<file path="src/rtl/rv_ctrl_pkg.sv">
// rtl/rv_ctrl_pkg.sv - shared encodings for the multicycle RV32I control path
package rv_ctrl_pkg;

    typedef enum logic [3:0] {
        FETCH  = 4'd0,
        DECODE = 4'd1,
        MEMADR = 4'd2,
        MEMRD  = 4'd3,
        MEMWB  = 4'd4,
        MEMWR  = 4'd5,
        EXEC   = 4'd6,
        EXECI  = 4'd7,
        ALUWB  = 4'd8,
        BRANCH = 4'd9
    } state_t;

    // Supported major opcodes (instruction[6:0])
    localparam logic [6:0] OPC_LOAD   = 7'b0000011;
    localparam logic [6:0] OPC_STORE  = 7'b0100011;
    localparam logic [6:0] OPC_OP     = 7'b0110011;
    localparam logic [6:0] OPC_OPIMM  = 7'b0010011;
    localparam logic [6:0] OPC_BRANCH = 7'b1100011;

    // ALUOp encodings, shared with the ALU control decoder
    localparam logic [1:0] ALUOP_ADD   = 2'b00;
    localparam logic [1:0] ALUOP_SUB   = 2'b01;
    localparam logic [1:0] ALUOP_FUNCT = 2'b10;

    // ALU B operand select
    localparam logic [1:0] SRCB_RS2  = 2'b00;
    localparam logic [1:0] SRCB_FOUR = 2'b01;
    localparam logic [1:0] SRCB_IMM  = 2'b10;
    localparam logic [1:0] SRCB_BIMM = 2'b11;

endpackage

</file>
<file path="src/rtl/multicycle_control.sv">
// rtl/multicycle_control.sv - main control FSM for the multicycle RV32I datapath
module multicycle_control
    import rv_ctrl_pkg::*;
#(
    parameter int CNT_W = 32
) (
    input  logic             clk,
    input  logic             rst_n,
    input  logic [6:0]       Opcode,
    input  logic             MemReady,
    output logic             PCWrite,
    output logic             PCWriteCond,
    output logic             IorD,
    output logic             MemRead,
    output logic             MemWrite,
    output logic             IRWrite,
    output logic             MemtoReg,
    output logic             RegWrite,
    output logic             ALUSrcA,
    output logic [1:0]       ALUSrcB,
    output logic [1:0]       ALUOp,
    output logic             PCSource,
    output logic             IllegalInstr,
    output logic [CNT_W-1:0] InstrCount
);

    localparam logic [CNT_W-1:0] CNT_ONE = {{(CNT_W-1){1'b0}}, 1'b1};

    state_t state;
    state_t state_next;
    logic   retire;

    // State register and retired-instruction counter; reset wins over everything
    always_ff @(posedge clk) begin
        if (!rst_n) begin
            state      <= FETCH;
            InstrCount <= '0;
        end else begin
            state <= state_next;
            if (retire) begin
                InstrCount <= InstrCount + CNT_ONE;
            end
        end
    end

    // Next-state decode; retire marks the transitions that complete an instruction
    always_comb begin
        state_next = state;
        retire     = 1'b0;
        case (state)
            FETCH: begin
                if (MemReady) begin
                    state_next = DECODE;
                end
            end
            DECODE: begin
                case (Opcode)
                    OPC_LOAD, OPC_STORE: state_next = MEMADR;
                    OPC_OP:              state_next = EXEC;
                    OPC_OPIMM:           state_next = EXECI;
                    OPC_BRANCH:          state_next = BRANCH;
                    default:             state_next = FETCH;
                endcase
            end
            MEMADR: begin
                // The IR holds the opcode, so LOAD vs STORE is still visible here
                state_next = (Opcode == OPC_LOAD) ? MEMRD : MEMWR;
            end
            MEMRD: begin
                if (MemReady) begin
                    state_next = MEMWB;
                end
            end
            MEMWB: begin
                state_next = FETCH;
                retire     = 1'b1;
            end
            MEMWR: begin
                if (MemReady) begin
                    state_next = FETCH;
                    retire     = 1'b1;
                end
            end
            EXEC:  state_next = ALUWB;
            EXECI: state_next = ALUWB;
            ALUWB: begin
                state_next = FETCH;
                retire     = 1'b1;
            end
            BRANCH: begin
                state_next = FETCH;
                retire     = 1'b1;
            end
            default: state_next = FETCH;
        endcase
    end

    // Moore output decode; only the FETCH load strobes look at MemReady
    always_comb begin
        PCWrite      = 1'b0;
        PCWriteCond  = 1'b0;
        IorD         = 1'b0;
        MemRead      = 1'b0;
        MemWrite     = 1'b0;
        IRWrite      = 1'b0;
        MemtoReg     = 1'b0;
        RegWrite     = 1'b0;
        ALUSrcA      = 1'b0;
        ALUSrcB      = SRCB_RS2;
        ALUOp        = ALUOP_ADD;
        PCSource     = 1'b0;
        IllegalInstr = 1'b0;
        case (state)
            FETCH: begin
                MemRead = 1'b1;
                ALUSrcB = SRCB_FOUR;
                IRWrite = MemReady;
                PCWrite = MemReady;
            end
            DECODE: begin
                ALUSrcB = SRCB_BIMM;
                case (Opcode)
                    OPC_LOAD, OPC_STORE, OPC_OP, OPC_OPIMM, OPC_BRANCH: IllegalInstr = 1'b0;
                    default:                                            IllegalInstr = 1'b1;
                endcase
            end
            MEMADR: begin
                ALUSrcA = 1'b1;
                ALUSrcB = SRCB_IMM;
            end
            MEMRD: begin
                MemRead = 1'b1;
                IorD    = 1'b1;
            end
            MEMWB: begin
                RegWrite = 1'b1;
                MemtoReg = 1'b1;
            end
            MEMWR: begin
                MemWrite = 1'b1;
                IorD     = 1'b1;
            end
            EXEC: begin
                ALUSrcA = 1'b1;
                ALUSrcB = SRCB_RS2;
                ALUOp   = ALUOP_FUNCT;
            end
            EXECI: begin
                ALUSrcA = 1'b1;
                ALUSrcB = SRCB_IMM;
            end
            ALUWB: begin
                RegWrite = 1'b1;
            end
            BRANCH: begin
                ALUSrcA     = 1'b1;
                ALUSrcB     = SRCB_RS2;
                ALUOp       = ALUOP_SUB;
                PCWriteCond = 1'b1;
                PCSource    = 1'b1;
            end
            default: ;
        endcase
    end

endmodule

</file>
<file path="config.mk">
export PLATFORM = sky130hd
export DESIGN_NAME = multicycle_control
export DESIGN_NICKNAME = d
export VERILOG_FILES = /design/src/rtl/rv_ctrl_pkg.sv /design/src/rtl/multicycle_control.sv
export SDC_FILE = /design/constraint.sdc
export NUM_CORES = 1
export LEC_CHECK = 0
export BUFFER_PORTS_ARGS = -buffer_cell sky130_fd_sc_hd__buf_2
export CAP_MARGIN = 30
export CORE_MARGIN = 2
export CORE_UTILIZATION = 50
export CTS_CLUSTER_SIZE = 20
export DETAILED_ROUTE_END_ITERATION = 10
export GPL_TIMING_DRIVEN = 0
export PLACE_DENSITY = 0.87
export SETUP_SLACK_MARGIN = 0.05
export SLEW_MARGIN = 5
export SYNTH_ARGS = -nofsm -noshare
export SYNTH_HDL_FRONTEND = slang
export SYNTH_SLANG_ARGS = --single-unit
</file>
<file path="constraint.sdc">
create_clock -name clk -period 4.8 [get_ports clk]
set_input_delay 0.48 -clock clk [delete_from_list [all_inputs] [get_ports clk]]
set_output_delay 0.48 -clock clk [all_outputs]
set_load 0.02 [all_outputs]
</file>
==> metrics.yaml <==
place:
  place_hpwl_um: 3496
  gp_congestion: 0.8633
  place_inst: 356
  port_buffers: 56
  dpl_worst_slack_ns: 2.665
drt:
  drc_errors: 0
  wl_um: 4842
  viasPerCell: 5.453
  vias: 1985
  routedWlPerCell_um: 13.30
  drt_first_pass_iters: 4
  drtIter0Drc: 97
  postRouteAntennaNets: 0
synth:
  synthAdderAreaFrac_pct: 0.5992
  ys_seq_elements: 36
  synthCells: 250
  syn_area_per_cell_um2: 8.353
  synth_top_family_by_area: "simple AND/OR/NAND/NOR gates"
  synth_xor_area_share_pct: 9.227
  ys.flop_type: "dfxtp_1"
  syn-cell-area_um2: 2088
  synth_enable_flop_cells: 0
  synth_cell_types: 41
  synthMuxAreaShare_pct: 4.314
  syn_nets: 261
  yosys.area_share.simple_pct: 40.86
  ys_warn_count: 0
  yosysSeqAreaShare_pct: 34.51
  synthArstFlopShare_pct: 0
  synth_compound_area_share_pct: 5.632
worst_setup_path:
  crit_required_ns: 4.32
  rr_worst_depth: 6
  critPathCapture: "PCWrite"
  crit_arrival_ns: 2.01
  worstSetupPathType: "register to primary output"
  crit_family: "buffers and inverters"
  worst_setup_path_end_kind: "primary output"
  cp-startpoint: "state[1]"
  path_common_cell: "clkbuf_1"
  critPathMaxStageDelay_ns: 0.41
  reg2reg_to: "InstrCount[23]"
  cp.depth: 6
  reg2reg_from: "InstrCount[8]"
  r2r_slack_ns: 2.86
  slowest_stage: "clkbuf_1"
  critPathMaxFanout: 10
  critPathLaunchType: "register"
  path_buf_inv: 4
  critical_path.cell_chain: "clkbuf_1, clkbuf_1, or2_2, nor2_1, buf_4, buf_2"
flow_run:
  cap_violations: 0
clocking:
  cts_hold_buf: 0
  cts_resized: 0
  clockRootBuffer: "clkbuf_8"
  cts_tree: "done"
  numCtsBuffers: 5
  cts_sinks: 36
  post_cts_buffers: 0
  htree_levels: 2
  cts.clk_slew.worst_paths_ns: 0.07
  clk_path_buf_depth: 2
  clk_latency_ns: 0.29
timing:
  layout_min_cycle_time_ns: 2.495
  finalHoldWorstSlack_ns: 0.4804
  tightest_slew_ns: 0.6199
  setup_viol: 0
  max_slew_margin_pct: 58.35
  drv_slew: 0
  final-hold-violation-count: 0
  rsz0062_at_grt: "false"
  layout_setup_ws_ns: 2.305
  finClkSkew_ns: 0.009099
  fmax_ghz: 0.4009
  finalSetupTns_ns: 0
  post-route-period-util_pct: 51.97
cells_and_area:
  antennaDiodeCount: 0
  stdcell_count: 364
  fin_nets: 324
  syn2layout_area_growth_pct: 20.85
  drive_gt1_share_pct: 24.84
  finish.utilization_pct: 63.09
global_route:
  grt_pass1_wl_um: 7921
  grtUsageTotal_pct: 22.46
  gr-total-overflow: 0
  antenna_found_initial: 0
  grt_pass1_vias: 1794
  grt_max_degree: 12
min_path:
  min_path_cells: 2
  hold_class: "register to register"
  hp-start: "InstrCount[31]"
floorplanning:
  fp.dieArea_um2: 4709
  ios: 57
  core_um2: 4000
  start_util_pct: 52.21
  die_w_um: 68.63
  row_count: 23
  die-height_um: 68.63
pwr:
  leakage_nw: 1.252
  p_per_area_nw_per_um2: 220.2
  max-vdd-ir-drop_mv: 0.1627
status:
  status: "finished clean"
==> layout by cell type, fill, tap and decap left out, drive strengths merged, types with 2 or more instances in the layout <==
master / count
a21boi: 3
and3: 4
and4: 5
nand3: 8
or3: 3
dfxtp: 36
nor2: 19
nor4b: 3
nand3b: 3
nor3: 8
clkbuf: 17
o21ai: 7
a21oi: 4
or2: 2
nor4: 9
buf: 62
nor4bb: 3
nor2b: 4
and2: 23
xor2: 21
nand2b: 14
nand2: 29
a22oi: 2
nand4: 4
mux2i: 9
clkinv: 2
==> synth_stat cells (all sizes together), types with 2 or more instances <==
master	count	share of area (%)
buf	6	2.9
mux2i	9	4.3
o21ai	7	1.7
nand4	4	1.5
nor2	19	3.4
clkbuf	11	2.0
nand2	29	5.2
and2	23	6.9
nor4	9	3.3
xor2	21	8.8
nor2b	4	1.2
dfxtp	36	35
nor3	8	2.2
nor4bb	3	1.4
and4	5	2.1
nor4b	3	1.3
a21oi	4	0.96
and3	4	1.2
a22oi	2	0.72
nand2b	14	4.6
a21boi	3	1.1
nand3b	3	1.1
or3	3	0.90
nand3	8	1.9
or2	2	0.60
==> per-stage QoR <==
stage | power [mW] | instance area [um2]
final | 0.5558 | 2524
after global routing | 0.5765 | 2524
after CTS | 0.5600 | 2524
after detailed placement | 0.3396 | 2431
after global placement | 0.3390 | 2431
after floorplan | 0.3271 | 2088
==> final cells by class <==
class                      instances  area, um2
buffer                            17      101.3
multi-input combinational        197       1266
clock inverter                     2      10.01
fill                             364       1476
tap                               50      62.56
sequential                        36      720.7
clock buffer                       6      82.58
timing repair buffer              56      280.3
==> layer usage <==
metal	track usage (%)	up-vias	wire, um
met2	36.78	64	2299
met4	10.00	0	113
li1	-	987	-
met3	5.195	13	271
met1	28.00	921	2158
met5	0	-	0
==> worst reg2reg max path, stage by stage, from the launching register on <==
cell and delay, ns:
dfxtp_1 0.39, and3_1 0.16, clkbuf_1 0.22, nand4_1 0.21, nor3_1 0.53, nand3_1 0.18
mux2i_1 0.15
==> state kept, by name, summed over array words and instances (netlist names) <==
signal      cells
InstrCount     32
state           4
==> cells by family after synthesis <==
group                    Yosys count
flip-flops                        36
AO/OA/AOI/OAI                     19
buffers and inverters             17
adder cells (fa/ha/maj)            1
multiplexers                       9
XOR/XNOR                          22
AND/OR/NAND/NOR                  146
==> report_power, final <==
part	leakage [nW]	switching (mW)	internal [mW]
combinational	0.911	0.0207	0.0128
sequential	0.290	0.000277	0.299
clock	0.0510	0.108	0.114
==> worst min path at each step <==
stage                                end  slack (ns)
after floorplan           InstrCount[31]        0.54
after detailed placement  InstrCount[31]        0.46
after global routing      InstrCount[31]        0.50
after CTS                 InstrCount[31]        0.48
after global placement    InstrCount[31]        0.46
final                     InstrCount[31]        0.48
Note: power is estimated with default switching activity, not from simulation.
